<file path="config.mk">
export PLATFORM = sky130hd
export DESIGN_NAME = vrf_operand_requester_flat
export DESIGN_NICKNAME = d
export VERILOG_FILES = /design/src/rtl/vrf_operand_requester_if.sv /design/src/rtl/vrf_operand_requester.sv /design/src/flat_wrapper.sv
export SDC_FILE = /design/constraint.sdc
export NUM_CORES = 1
export LEC_CHECK = 0
export ABC_AREA = 1
export ABC_CLOCK_PERIOD_IN_PS = 4600
export CORE_MARGIN = 3
export CORE_UTILIZATION = 55
export CTS_CLUSTER_DIAMETER = 30
export DETAILED_ROUTE_END_ITERATION = 10
export HOLD_SLACK_MARGIN = 0.06
export PLACE_DENSITY = 0.95
export SYNTH_ARGS = -nofsm -noshare
export SYNTH_HDL_FRONTEND = slang
export SYNTH_SLANG_ARGS = --single-unit
</file>
<file path="constraint.sdc">
create_clock -name clk_i -period 4.6 [get_ports clk_i]
set_input_delay 0.92 -clock clk_i [delete_from_list [all_inputs] [get_ports clk_i]]
set_output_delay 0.92 -clock clk_i [all_outputs]
set_load 0.02 [all_outputs]
</file>
<file path="src/rtl/vrf_operand_requester_if.sv">
// Handshake and bank-request bus between an operand requester and its
// surroundings: command port, VRF bank request/grant and operand-queue credit
// return.
interface vrf_operand_requester_if #(
    parameter int unsigned NrBanks   = 8,
    parameter int unsigned AddrWidth = 16,
    parameter int unsigned LenWidth  = 16,
    parameter int unsigned OpqWidth  = 3
) ();

    logic                 cmd_valid_i;
    logic                 cmd_ready_o;
    logic [AddrWidth-1:0] cmd_addr_i;
    logic [LenWidth-1:0]  cmd_len_i;

    logic [NrBanks-1:0]   req_o;
    logic [AddrWidth-1:0] addr_o;
    logic [OpqWidth-1:0]  tgt_opqueue_o;
    logic                 wen_o;
    logic [NrBanks-1:0]   gnt_i;

    logic                 operand_ack_i;
    logic                 busy_o;
    logic                 done_o;

    // Requester side.
    modport slave (
        input  cmd_valid_i, cmd_addr_i, cmd_len_i, gnt_i, operand_ack_i,
        output cmd_ready_o, req_o, addr_o, tgt_opqueue_o, wen_o, busy_o, done_o
    );

    // Command issuer / VRF arbiter / operand queue side.
    modport master (
        output cmd_valid_i, cmd_addr_i, cmd_len_i, gnt_i, operand_ack_i,
        input  cmd_ready_o, req_o, addr_o, tgt_opqueue_o, wen_o, busy_o, done_o
    );

endinterface

</file>
<file path="src/rtl/vrf_operand_requester.sv">
// VRF operand requester: walks a run of consecutive VRF words, issuing one
// bank read request per word, throttled by credits from the downstream
// operand queue.
//
// state | meaning
// ------+---------------------------------------------------------------
// IDLE  | ready for a command; no bank requests
// REQ   | requesting word ptr on bank ptr mod NrBanks while credits remain
module vrf_operand_requester #(
    parameter int unsigned NrBanks    = 8,
    parameter int unsigned AddrWidth  = 16,
    parameter int unsigned LenWidth   = 16,
    parameter int unsigned NrCredits  = 4,
    parameter int unsigned NrOpQueues = 8,
    parameter int unsigned OpQueue    = 0
) (
    input logic                         clk_i,
    input logic                         rst_i,
    vrf_operand_requester_if.slave      bus
);

    localparam int unsigned BankBits  = $clog2(NrBanks);
    localparam int unsigned CredWidth = $clog2(NrCredits + 1);
    localparam int unsigned OpqWidth  = (NrOpQueues > 1) ? $clog2(NrOpQueues) : 1;
    localparam logic [CredWidth-1:0] CredMax = CredWidth'(NrCredits);

    typedef enum logic {
        IDLE = 1'b0,
        REQ  = 1'b1
    } state_e;

    state_e               state_q, state_d;
    logic [AddrWidth-1:0] ptr_q, ptr_d;
    logic [LenWidth-1:0]  rem_q, rem_d;
    logic [CredWidth-1:0] cred_q, cred_d;
    logic [NrBanks-1:0]   req_q, req_d;
    logic                 done_q, done_d;
    logic                 busy_q, ready_q;
    logic                 grant;

    // A grant only counts on the bank we are actually requesting; req_q is
    // already zero whenever we are idle or out of credits.
    assign grant = (state_q == REQ) && (|(bus.gnt_i & req_q));

    // Next-state, pointer, length and credit computation.
    always_comb begin
        state_d = state_q;
        ptr_d   = ptr_q;
        rem_d   = rem_q;
        cred_d  = cred_q;
        done_d  = 1'b0;
        req_d   = '0;

        case (state_q)
            IDLE: begin
                if (bus.cmd_valid_i) begin
                    if (bus.cmd_len_i != '0) begin
                        ptr_d   = bus.cmd_addr_i;
                        rem_d   = bus.cmd_len_i;
                        state_d = REQ;
                    end else begin
                        // Empty command: accepted and completed at once.
                        done_d = 1'b1;
                    end
                end
            end
            REQ: begin
                if (grant) begin
                    ptr_d = ptr_q + AddrWidth'(1);
                    rem_d = rem_q - LenWidth'(1);
                    if (rem_q == LenWidth'(1)) begin
                        state_d = IDLE;
                        done_d  = 1'b1;
                    end
                end
            end
            default: state_d = IDLE;
        endcase

        // A grant and an ack in the same cycle cancel; a lone ack at full
        // credit is dropped so the counter never exceeds the queue depth.
        case ({grant, bus.operand_ack_i})
            2'b10:   cred_d = cred_q - CredWidth'(1);
            2'b01:   if (cred_q != CredMax) cred_d = cred_q + CredWidth'(1);
            default: cred_d = cred_q;
        endcase

        // Request vector is computed for the next cycle so req_o is a flop
        // output with no path from gnt_i.
        if ((state_d == REQ) && (cred_d != '0)) begin
            req_d[ptr_d[BankBits-1:0]] = 1'b1;
        end
    end

    // FSM state and registered outputs.
    always_ff @(posedge clk_i or posedge rst_i) begin
        if (rst_i) begin
            state_q <= IDLE;
            ptr_q   <= '0;
            rem_q   <= '0;
            cred_q  <= CredMax;
            req_q   <= '0;
            done_q  <= 1'b0;
            busy_q  <= 1'b0;
            ready_q <= 1'b1;
        end else begin
            state_q <= state_d;
            ptr_q   <= ptr_d;
            rem_q   <= rem_d;
            cred_q  <= cred_d;
            req_q   <= req_d;
            done_q  <= done_d;
            busy_q  <= (state_d == REQ);
            ready_q <= (state_d == IDLE);
        end
    end

    assign bus.cmd_ready_o   = ready_q;
    assign bus.busy_o        = busy_q;
    assign bus.done_o        = done_q;
    assign bus.req_o         = req_q;
    assign bus.addr_o        = ptr_q;
    assign bus.wen_o         = 1'b0;
    assign bus.tgt_opqueue_o = OpqWidth'(OpQueue);

endmodule

</file>
<file path="src/flat_wrapper.sv">
// flat-port wrapper written by rule: the top's interface ports become plain ports
module vrf_operand_requester_flat 
#(
    parameter int unsigned NrBanks    = 8,
    parameter int unsigned AddrWidth  = 16,
    parameter int unsigned LenWidth   = 16,
    parameter int unsigned NrCredits  = 4,
    parameter int unsigned NrOpQueues = 8,
    parameter int unsigned OpQueue    = 0
)
  (clk_i, rst_i, bus_cmd_valid_i, bus_cmd_addr_i, bus_cmd_len_i, bus_gnt_i, bus_operand_ack_i, bus_cmd_ready_o, bus_req_o, bus_addr_o, bus_tgt_opqueue_o, bus_wen_o, bus_busy_o, bus_done_o);
  vrf_operand_requester_if #(.NrBanks(NrBanks), .AddrWidth(AddrWidth), .LenWidth(LenWidth)) bus_i ();
  input logic clk_i;
  input logic rst_i;
  input wire logic [$bits(bus_i.cmd_valid_i)-1:0] bus_cmd_valid_i;
  input wire logic [$bits(bus_i.cmd_addr_i)-1:0] bus_cmd_addr_i;
  input wire logic [$bits(bus_i.cmd_len_i)-1:0] bus_cmd_len_i;
  input wire logic [$bits(bus_i.gnt_i)-1:0] bus_gnt_i;
  input wire logic [$bits(bus_i.operand_ack_i)-1:0] bus_operand_ack_i;
  output wire logic [$bits(bus_i.cmd_ready_o)-1:0] bus_cmd_ready_o;
  output wire logic [$bits(bus_i.req_o)-1:0] bus_req_o;
  output wire logic [$bits(bus_i.addr_o)-1:0] bus_addr_o;
  output wire logic [$bits(bus_i.tgt_opqueue_o)-1:0] bus_tgt_opqueue_o;
  output wire logic [$bits(bus_i.wen_o)-1:0] bus_wen_o;
  output wire logic [$bits(bus_i.busy_o)-1:0] bus_busy_o;
  output wire logic [$bits(bus_i.done_o)-1:0] bus_done_o;
  assign bus_i.cmd_valid_i = bus_cmd_valid_i;
  assign bus_i.cmd_addr_i = bus_cmd_addr_i;
  assign bus_i.cmd_len_i = bus_cmd_len_i;
  assign bus_i.gnt_i = bus_gnt_i;
  assign bus_i.operand_ack_i = bus_operand_ack_i;
  assign bus_cmd_ready_o = bus_i.cmd_ready_o;
  assign bus_req_o = bus_i.req_o;
  assign bus_addr_o = bus_i.addr_o;
  assign bus_tgt_opqueue_o = bus_i.tgt_opqueue_o;
  assign bus_wen_o = bus_i.wen_o;
  assign bus_busy_o = bus_i.busy_o;
  assign bus_done_o = bus_i.done_o;
  vrf_operand_requester #(.NrBanks(NrBanks), .AddrWidth(AddrWidth), .LenWidth(LenWidth), .NrCredits(NrCredits), .NrOpQueues(NrOpQueues), .OpQueue(OpQueue)) u_core (.clk_i(clk_i), .rst_i(rst_i), .bus(bus_i));
endmodule
</file>
# ---- Yosys cells after proc, flatten, opt, wreduce, memory -nomap -nowiden
# Cells that the tools add are included.
dict set report classes {
  addsub 4
  n_lt_le_gt_ge 2
  eq_ne 7
  n_mux 23
  bitwise_logic 3
  reduce_logical 7
}
# operator n
set ops {}
lappend ops {{$mux W16} 6}
lappend ops {{$pmux W16 S2} 2}
lappend ops {{$add A16 B1 Y16 const B} 1}
lappend ops {{$eq A16 B1 Y1 const B} 1}
lappend ops {{$reduce_bool A16 Y1} 1}
lappend ops {{$sub A16 B1 Y16 const B} 1}
lappend ops {{$mux W1} 9}
lappend ops {{$and A8 B8 Y8} 1}
lappend ops {{$mux W8} 1}
lappend ops {{$reduce_or A8 Y1} 1}
lappend ops {{$pmux W3 S2} 1}
lappend ops {{$lt A3 B4 Y1 const B} 1}
lappend ops {{$ne A2 B2 Y1 const B} 2}
lappend ops {{$pmux W1 S2} 2}
lappend ops {{$add A3 B1 Y3 const B} 1}
lappend ops {{$demux W1 S3} 1}
lappend ops {{$ge A3 B1 Y1 const B} 1}
lappend ops {{$logic_and A1 B1 Y1} 3}
lappend ops {{$mux W3} 1}
lappend ops {{$ne A3 B3 Y1 const B} 1}
lappend ops {{$reduce_and A3 Y1} 1}
lappend ops {{$reduce_bool A3 Y1} 1}
lappend ops {{$sub A3 B1 Y3 const B} 1}
lappend ops {{$eq A2 B1 Y1 const B} 1}
lappend ops {{other kinds (3)} 4}
dict set report totals {
  register_bits 46
}

# ---- Longest topological paths before layout
# Gate-level depths: netlist of run 1.
dict set report logic_depth {
  depth_word 10
  mapped_depth 18
  mapped_depth_nobuf 17
}

# ---- Worst setup path before layout of run 1
# Ideal clock, no wire load.
dict set report synth_timing {
  kind {input-to-reg}
  start {input port bus_gnt_i[7]}
  end {register u_core.req_q[0] (netlist: u_core.bus.req_o[0])}
  t_arrival_ns 2.604
  slack_ns 1.879
  path_stages 16
  n_path_buf 1
  cell_sequence {nand2_1 > nand2_1 > nor2_2 > nand2_4 > nand2_4 > inv_1 > buf_6 > ha_1 > inv_1 > o21ai_0 > o21ai_0 > nand2_1 > nor2_1 > nor2_4 > nand2_2 > nor2_1}
}
dict set report synth_via {
  word_cells_on_any_way 18
  classes_between {order compare (2); eq/ne (2); mux (8); bitwise (1); reduce/logical (5)}
}
# item line
set synth_lines {}
lappend synth_lines {{start, declared} flat_wrapper.sv:18} ;# input wire logic [$bits(bus_i.gnt_i)-1:0] bus_gnt_i;
lappend synth_lines {{$and A8 B8 Y8 (*)} vrf_operand_requester.sv:43} ;# assign grant = (state_q == REQ) && (|(bus.gnt_i & req_q));
lappend synth_lines {{$reduce_or A8 Y1 (*)} vrf_operand_requester.sv:43}
lappend synth_lines {{$logic_and A1 B1 Y1 (*)} vrf_operand_requester.sv:43}
lappend synth_lines {{$eq A2 B1 Y1 / $eq A2 B2 Y1 (equally long branches)} vrf_operand_requester.sv:82} ;# case ({grant, bus.operand_ack_i})
lappend synth_lines {{$pmux W3 S2 (*)} vrf_operand_requester.sv:82}
lappend synth_lines {{via u_core.cred_d[2]} vrf_operand_requester.sv:35} ;# logic [CredWidth-1:0] cred_q, cred_d;
lappend synth_lines {{$reduce_bool A3 Y1 (*)} vrf_operand_requester.sv:90} ;# if ((state_d == REQ) && (cred_d != '0)) begin
lappend synth_lines {{$logic_and A1 B1 Y1 (*)} vrf_operand_requester.sv:90}
lappend synth_lines {{$mux W8 (*)} vrf_operand_requester.sv:90}
lappend synth_lines {{via u_core.req_d[0]} vrf_operand_requester.sv:36} ;# logic [NrBanks-1:0] req_q, req_d;
lappend synth_lines {{end signal, assigned} vrf_operand_requester.sv:111} ;# req_q <= req_d;
lappend synth_lines {{end, declared} vrf_operand_requester.sv:36}
# Mark *: on every way through the listed nets, which the timed path passes. The rest lies on a longest branch. The select of a mux whose other input is x is not followed.
# A chain may end at the register's enable or synchronous reset.

# ---- Worst setup path in the final report of run 1
# Ends and elaborated chain as after synthesis.

==> results.ini, run 1 <==
[sta]
fin_crit_sh = 0.692
drv_slew = 0
fin_tns_setup_ns = 0
worst_slew_pin_slew_ns = 0.598
slew_headroom = 0.601
grt_setup_unrepaired = no
finalClockSkew_ns = 0.0115
period_minus_slack_ns = 3.18
whs_ns = 0.536
fmax_mhz = 314
final-setup-viol-count = 0
hold_viol_final = 0

[synth]
yosysWarningCount = 0
synth.area.mux_share = 0
synth-xor-area-share = 0.0109
synthArstFlopShare = 1.00
synth-compound-area-share = 0.103
synth_cell_types = 35
yosysSeqAreaShare = 0.357
synth-simple-area-share = 0.398
synth_top_area_frac = 0.341
synth_top_family_by_area = simple AND/OR/NAND/NOR gates
ys_top_cells_by_area = dfrtp_1 (34%), nand2_1 (16%), nand3_1 (7.4%), nor2_1 (5.5%), inv_1 (5.3%)
netlist_area_mm2 = 0.00323
syn_inst = 452
synth.most_common_cell = nand2_1
synth_area_per_cell_um2 = 7.14
ys.flop_type = dfrtp_1
netlist.top_cell.by_area = dfrtp_1
synthTopCellsByCount = nand2_1 (137), nand3_1 (48), nor2_1 (47)
yosys.area_share.adder = 0.0349
synth_edf_count = 0
ys_ff_latch = 46

[layout]
drive_above_1_share = 0.108
multi_input_area_mm2 = 0.00178
fillCellCount = 444
n_antenna_cell = 0
fin_util = 0.720
syn_to_final_growth_pct = 25.0
regArea_mm2 = 0.00115
nets = 572

[detailed_routing]
first_pass_iters = 5
vias = 3344
viasPerCell = 5.65
wl_per_cell_um = 14.5
first_iter_violations = 300
drc_errors = 0
routed_wirelength_um = 8570
ant_nets = 0

[clocking]
cts_sinks = 46
clock_latency_ns = 0.32
path_clk_slew_ns = 0.08
root_buffer = clkbuf_8
cts_hold_buffers = 0
cts_made_buffers = 5
tritoncts = yes
htreeDepth = 2
ctsResizeCount = 0
cts_buffer_depth = 2
post_cts_buffers = 0

[floorplan]
num_rows = 27
ios = 75
dieHeight_um = 82.6
start_util = 0.576
design.die.area_mm2 = 0.00682
die-width_um = 82.6
core_area_mm2 = 0.00561

[setup_path]
critPathLaunch = bus_gnt_i[7]
rrSetupSlack_ns = 2.07
crit_required_ns = 4.80
worstPathArrival_ns = 3.39
start_kind = input port
reg2regPathDepth = 15
endpoint_kind = register
worstReg2RegEnd = u_core.bus.req_o[0]$_DFF_PP0_
cp-endpoint = u_core.bus.req_o[0]$_DFF_PP0_
r2r_start = u_core.bus.req_o[7]$_DFF_PP0_
path_class = in2reg
crit_fanout = 12

[pwr]
vdd_drop_max_v = 0.000344
powerDensity_mw_per_mm2 = 587
pwr-share-clk = 0.131
p_leak_uw = 0.00189
p_int_uw = 1220
share_comb_of_total_power = 0.568
p_sw_frac = 0.485
power_frac_seq = 0.301
p_sw_uw = 1150

[placed_design]
io_buffers = 70
gp_congestion = 0.886
dp_hpwl_um = 6240

[grt]
gr-total-overflow = 0
grtUsageTotal = 0.262
antenna_found_initial = 0
grt_pass1_wl_um = 13900
grt_max_degree = 47
grt_pass1_vias = 3167

[job]
drv_cap = 0

[status]
status = finished clean

[worst_hold_path]
hold_path_class = reg2reg

==> cell families (layout without fill, tap and decap cells) <==
logic type	after synthesis	count (layout)
DFF	46	46
buffers and inverters	65	130
AOI/OAI and AO/OA	50	50
other	1	4
adders and majority gates	9	9
xor gates and xnor gates	4	4
and+or+nand+nor	277	277
==> power groups by stage <==
stage	clock network [uW]	registers (uW)	logic [uW]
final	310	713	1350
after global routing	329	731	1500
after CTS	310	708	1340
after detailed placement	0	714	1320
after global placement	0	707	1270
after floorplan	0	774	921
==> layout make-up <==
cell class                      count  area share
Clock buffer                        6      0.0180
Clock inverter                      2     0.00930
Inverter                           50      0.0465
Multi-Input combinational cell    344       0.441
Sequential cell                    46       0.286
Tap cell                           72      0.0223
Timing Repair Buffer               72       0.177
==> routing by layer <==
| layer | global-route usage | up-vias | part of all wire | wire length [um] |
|---|---|---|---|---|
| li1 | - | 1576 | - | - |
| met1 | 0.300 | 1561 | 0.39 | 3310 |
| met2 | 0.477 | 177 | 0.50 | 4260 |
| met3 | 0.0651 | 30 | 0.092 | 792 |
| met4 | 0.0768 | 0 | 0.025 | 210 |
| met5 | 0 | - | 0 | 0 |
==> metrics by stage <==
| stage | power, uW | cells | instance area, um2 | worst slack [ns] |
|---|---|---|---|---|
| global route | 2560 | 592 | 4040 | 1.22 |
| floorplan | 1700 | 455 | 3240 | 1.88 |
| detailed placement | 2040 | 584 | 3930 | 1.16 |
| finish | 2370 | 592 | 4040 | 1.42 |
| global placement | 1970 | 584 | 3930 | 1.30 |
| CTS | 2360 | 592 | 4040 | 1.45 |
==> layout by cell type, fill, tap and decap left out, drive strengths merged, types with 4 or more instances in the layout <==
| cell | netlist | final |
|---|---|---|
| a21oi | 4 | 4 |
| clkbuf | 1 | 6 |
| clkdlybuf4s50 | 0 | 70 |
| conb | 1 | 4 |
| dfrtp | 44 | 44 |
| ha | 9 | 9 |
| inv | 50 | 49 |
| nand2 | 149 | 149 |
| nand3 | 51 | 51 |
| nand4 | 7 | 7 |
| nor2 | 63 | 63 |
| nor3 | 4 | 4 |
| o211ai | 14 | 14 |
| o21ai | 23 | 23 |
==> sequential cells by signal, indices dropped and copies added (netlist names) <==
name                    count
u_core.state_q              1
u_core.bus.req_o            8
u_core.bus.addr_o          16
u_core.rem_q               16
u_core.bus.done_o           1
u_core.cred_q               3
u_core.bus.cmd_ready_o      1
==> worst min path at each step <==
stage	from	end	slack, ns	depth (start not counted)
3_5_place_dp	u_core.rem_q[15]$_DFFE_PP0P_	u_core.rem_q[15]$_DFFE_PP0P_	0.50	2
3_3_place_gp	u_core.rem_q[15]$_DFFE_PP0P_	u_core.rem_q[15]$_DFFE_PP0P_	0.49	2
5_1_grt	u_core.rem_q[15]$_DFFE_PP0P_	u_core.rem_q[15]$_DFFE_PP0P_	0.55	2
6_report	u_core.rem_q[15]$_DFFE_PP0P_	u_core.rem_q[15]$_DFFE_PP0P_	0.54	2
4_1_cts	u_core.rem_q[15]$_DFFE_PP0P_	u_core.rem_q[15]$_DFFE_PP0P_	0.53	2
2_1_floorplan	u_core.rem_q[15]$_DFFE_PP0P_	u_core.rem_q[15]$_DFFE_PP0P_	0.47	2
==> critical path, stage by stage <==
cell             delay [ns]
clkdlybuf4s50_1        0.41
nand2_1                0.07
nand2_1                0.06
nor2_2                 0.18
nand2_4                0.11
nand2_4                0.14
inv_1                  0.22
ha_1                   0.39
inv_1                  0.09
o21ai_0                0.09
o21ai_0                0.18
nand2_1                0.09
nor2_1                 0.20
nor2_4                 0.07
nand2_2                0.10
nor2_1                 0.06
Power figures use the tool's default switching activity.
==> inputs of run 2 (changes only) <==
- ABC_CLOCK_PERIOD_IN_PS: 4600 -> 2780
- CORE_UTILIZATION: 55 -> 46
- PLACE_DENSITY: 0.95 -> 0.85
- clock period: 4.6 -> 2.78 ns (I/O delays scaled with it)
==> results.ini, run 2 (synthesis gave the netlist of run 1 again) <==
[clocking]
htreeDepth = 2
cts_hold_buffers = 0
cts_made_buffers = 5
path_clk_slew_ns = 0.10
tritoncts = yes
post_cts_buffers = 0
clock_latency_ns = 0.30
cts_sinks = 46
cts_buffer_depth = 2
root_buffer = clkbuf_8
ctsResizeCount = 0

[setup_path]
path_common_cell = nand2_1
path_class = in2reg
reg2regPathDepth = 15
cp-endpoint = u_core.bus.req_o[6]$_DFF_PP0_
endpoint_kind = register
worstPathArrival_ns = 2.60
crit_fanout = 4
start_kind = input port
crit_required_ns = 2.99
rrSetupSlack_ns = 0.65
cp_cell_sequence = clkdlybuf4s50_1, nand2_1, nand2_1, nor2_2, nand2_4, nand2_4, inv_1, ha_1, inv_1, o21ai_0, o21ai_0, nand2_1, nor2_1, nor2_4, nand2_2, nor2_1
cpPeakStageDelay_ns = 0.41
critPathLaunch = bus_gnt_i[0]
worstReg2RegEnd = u_core.bus.req_o[6]$_DFF_PP0_
r2r_start = u_core.bus.req_o[1]$_DFF_PP0_
critPathSlowestCell = clkdlybuf4s50_1

[placed_design]
placed_cell_area_mm2 = 0.00400
post-place-ws_ns = 0.0334
dp_cells = 609
io_buffers = 70
gp_congestion = 0.929
dp_hpwl_um = 6290

[sta]
fin_ws_ns = 0.383
finalClockSkew_ns = 0.0151
grt_setup_unrepaired = no
whs_ns = 0.534
final-setup-viol-count = 0
period_minus_slack_ns = 2.40
fmax_mhz = 417
slew_headroom = 0.480
fin_crit_sh = 0.862
worst_slew_pin_slew_ns = 0.775
hold_viol_final = 0
drv_slew = 0
fin_tns_setup_ns = 0

[layout]
mostFrequentLayoutCell = nand2_1
syn_to_final_growth_pct = 27.3
n_antenna_cell = 0
design_area_mm2 = 0.00411
final_cells = 617
drive_above_1_share = 0.116
nets = 576
layout_common_cells = nand2_1 (137), clkdlybuf4s50_1 (70), nand3_1 (48)

[floorplan]
num_rows = 29
core_area_mm2 = 0.00657
start_util = 0.492
design.die.area_mm2 = 0.00806
dieHeight_um = 89.8
die-width_um = 89.8
ios = 75

[pwr]
powerDensity_mw_per_mm2 = 965
vdd_drop_max_v = 0.000466
p_leak_uw = 0.00192

[worst_hold_path]
hold_path_class = reg2reg
hp-start = u_core.cred_q[2]$_DFF_PP1_

[grt]
grt_pass1_vias = 3105
grt_max_degree = 33
gr-total-overflow = 0
grt_pass1_wl_um = 14300
antenna_found_initial = 0
grtUsageTotal = 0.210

[detailed_routing]
viasPerCell = 5.19
first_pass_iters = 4
vias = 3204
first_iter_violations = 238
drc_errors = 0
ant_nets = 0
wl_per_cell_um = 13.5
routed_wirelength_um = 8360

[status]
status = finished clean

[job]
drv_cap = 0

==> run 2: critical path, delay by kind of cell <==
family          cells  cell delay (ns)
simple gates       10             0.91
fa+ha+maj           1             0.33
compound gates      2             0.23
buf+inv             3             0.57
==> run 2: stage by stage <==
step	total power [uW]	utilization
after floorplan	2810	-
after global placement	3370	0.608
after detailed placement	3450	0.608
after CTS	3970	0.626
after global routing	4330	0.626
final	3960	0.626
==> run 2: area by class of cell <==
cell class | count | area [um2]
repair buffers | 76 | 758
multi-input cells | 344 | 1780
clock inverters | 3 | 45.0
well taps | 93 | 116
clock buffers | 5 | 68.8
fillers | 575 | 2460
flip-flops and latches | 46 | 1150
inverters | 50 | 188
==> run 2: routing by layer <==
layer	up-vias	wire [um]	track usage
met1	1489	3470	0.262
met3	12	495	0.0367
met5	-	0	0
met2	115	4280	0.375
met4	0	104	0.0562
li1	1588	-	-
==> run 2: how the worst min path moves through the flow <==
stage | to | depth (start not counted)
after global routing | u_core.cred_q[2]$_DFF_PP1_ | 2
after detailed placement | u_core.rem_q[15]$_DFFE_PP0P_ | 2
after CTS | u_core.cred_q[2]$_DFF_PP1_ | 2
after global placement | u_core.rem_q[15]$_DFFE_PP0P_ | 2
final | u_core.cred_q[2]$_DFF_PP1_ | 2
after floorplan | u_core.rem_q[15]$_DFFE_PP0P_ | 2
==> run 2: report_power, final <==
part	internal (uW)	switching, uW	total, uW
combinational	903	1380	2280
sequential	909	270	1180
clock	268	239	507
==> inputs of run 3 (changes only) <==
--- a/config.mk
+++ b/config.mk
@@ -12,5 +12,5 @@
 export CTS_CLUSTER_DIAMETER = 30
 export DETAILED_ROUTE_END_ITERATION = 10
-export HOLD_SLACK_MARGIN = 0.06
+export HOLD_SLACK_MARGIN = 0.12
 export PLACE_DENSITY = 0.85
 export SYNTH_ARGS = -nofsm -noshare
==> constraint.sdc (replaced) <==
create_clock -name clk_i -period 2.78 [get_ports clk_i]
set_input_delay 0.278 -clock clk_i [delete_from_list [all_inputs] [get_ports clk_i]]
set_output_delay 0.278 -clock clk_i [all_outputs]
set_load 0.02 [all_outputs]
==> results.ini, run 3 (synthesis gave the netlist of run 1 again) <==
[status]
status = finished clean

[pwr]
vdd_drop_max_v = 0.000475
p_leak_uw = 0.00190
fin_total_pwr_uw = 3940
powerDensity_mw_per_mm2 = 965

[worst_hold_path]
hold_path_class = in2async

[layout]
layout_common_cells = nand2_1 (137), clkdlybuf4s50_1 (70), nand3_1 (48)
fin_util = 0.621
syn_to_final_growth_pct = 26.3
drive_above_1_share = 0.111
mostFrequentLayoutCell = nand2_1
n_antenna_cell = 0
nets = 574
fillCellCount = 573

[floorplan]
design.die.area_mm2 = 0.00806
start_util = 0.492
num_rows = 29
die-width_um = 89.8
core_area_mm2 = 0.00657
dieHeight_um = 89.8
ios = 75

[sta]
drv_slew = 0
slew_headroom = 0.491
grt_setup_unrepaired = no
hold_viol_final = 0
fin_crit_sh = 0.801
fin_ws_ns = 0.552
finalClockSkew_ns = 0.0157
worst_slew_pin_slew_ns = 0.759
fmax_mhz = 449
period_minus_slack_ns = 2.23
final-setup-viol-count = 0
fin_tns_setup_ns = 0

[placed_design]
post-place-ws_ns = 0.288
gp_congestion = 0.915
io_buffers = 70
dp_hpwl_um = 6030

[clocking]
clock_latency_ns = 0.31
cts_made_buffers = 5
path_clk_slew_ns = 0.09
cts_buffer_depth = 2
ctsResizeCount = 0
root_buffer = clkbuf_8
cts_hold_buffers = 0
tritoncts = yes
htreeDepth = 2
post_cts_buffers = 0
cts_sinks = 46

[grt]
grtUsageTotal = 0.206
antenna_found_initial = 0
grt_pass1_wl_um = 14000
grt_max_degree = 34
gr-total-overflow = 0
grt_pass1_vias = 3132

[setup_path]
worstPathArrival_ns = 2.47
start_kind = register
r2r_start = u_core.bus.req_o[0]$_DFF_PP0_
rrSetupSlack_ns = 0.55
path_class = reg2reg
crit_fanout = 8
worstReg2RegEnd = u_core.bus.req_o[0]$_DFF_PP0_
reg2regPathDepth = 15
crit_required_ns = 3.02
endpoint_kind = register

[detailed_routing]
ant_nets = 0
vias = 3149
drc_errors = 0
routed_wirelength_um = 8100
wl_per_cell_um = 13.2
viasPerCell = 5.12
first_iter_violations = 256
first_pass_iters = 5

[job]
drv_cap = 0

run 3: layout make-up:
type                    instances  area (um2)  area share
flip-flops and latches         46        1150       0.283
multi-input cells             344        1780       0.436
repair buffers                 74         731       0.179
clock buffers                   6        72.6      0.0178
inverters                      50         188      0.0460
well taps                      93         116      0.0285
clock inverters                 2        37.5     0.00921
run 3: worst max path at each step:
stage	startpoint	endpoint	slack [ns]	cells after the start
6_report	u_core.bus.req_o[0]$_DFF_PP0_	u_core.bus.req_o[0]$_DFF_PP0_	0.55	15
5_1_grt	u_core.bus.req_o[7]$_DFF_PP0_	u_core.bus.req_o[7]$_DFF_PP0_	0.31	15
4_1_cts	u_core.bus.req_o[0]$_DFF_PP0_	u_core.bus.req_o[7]$_DFF_PP0_	0.60	15
3_5_place_dp	bus_gnt_i[7]	u_core.bus.req_o[7]$_DFF_PP0_	0.29	16
3_3_place_gp	bus_gnt_i[7]	u_core.bus.req_o[6]$_DFF_PP0_	0.35	16
2_1_floorplan	u_core.bus.req_o[7]$_DFF_PP0_	u_core.bus.req_o[0]$_DFF_PP0_	0.51	16
run 3: worst max-delay path, stage by stage (launching register included):
cell,delay (ns)
dfrtp_1,0.39
nand2_1,0.06
nand2_1,0.06
nor2_2,0.16
nand2_4,0.12
nand2_4,0.07
buf_4,0.19
ha_1,0.24
inv_1,0.07
o21ai_0,0.20
nand2_1,0.08
nand2_1,0.10
nor2_1,0.08
nor2_4,0.13
nand2_2,0.09
nor2_1,0.12
run 3: report_power, final:
group          leakage (uW)  switching, uW  internal (uW)  total [uW]
registers          0.000591            270            909        1180
logic               0.00126           1380            870        2250
clock network     0.0000514            239            269         507
run 3: routing by layer:
layer	vias up	part of all wire	global-route usage
li1	1584	-	-
met2	124	0.49	0.362
met1	1429	0.43	0.245
met3	12	0.071	0.0451
met4	0	0.015	0.0779
met5	-	0	0
run 3: stage by stage:
stage	hold slack, ns	instance area, um2	std cells
2_1_floorplan	0.406	3240	455
3_3_place_gp	0.485	3970	607
3_5_place_dp	0.492	3970	607
4_1_cts	0.331	4080	615
5_1_grt	0.376	4080	615
6_report	0.314	4080	615
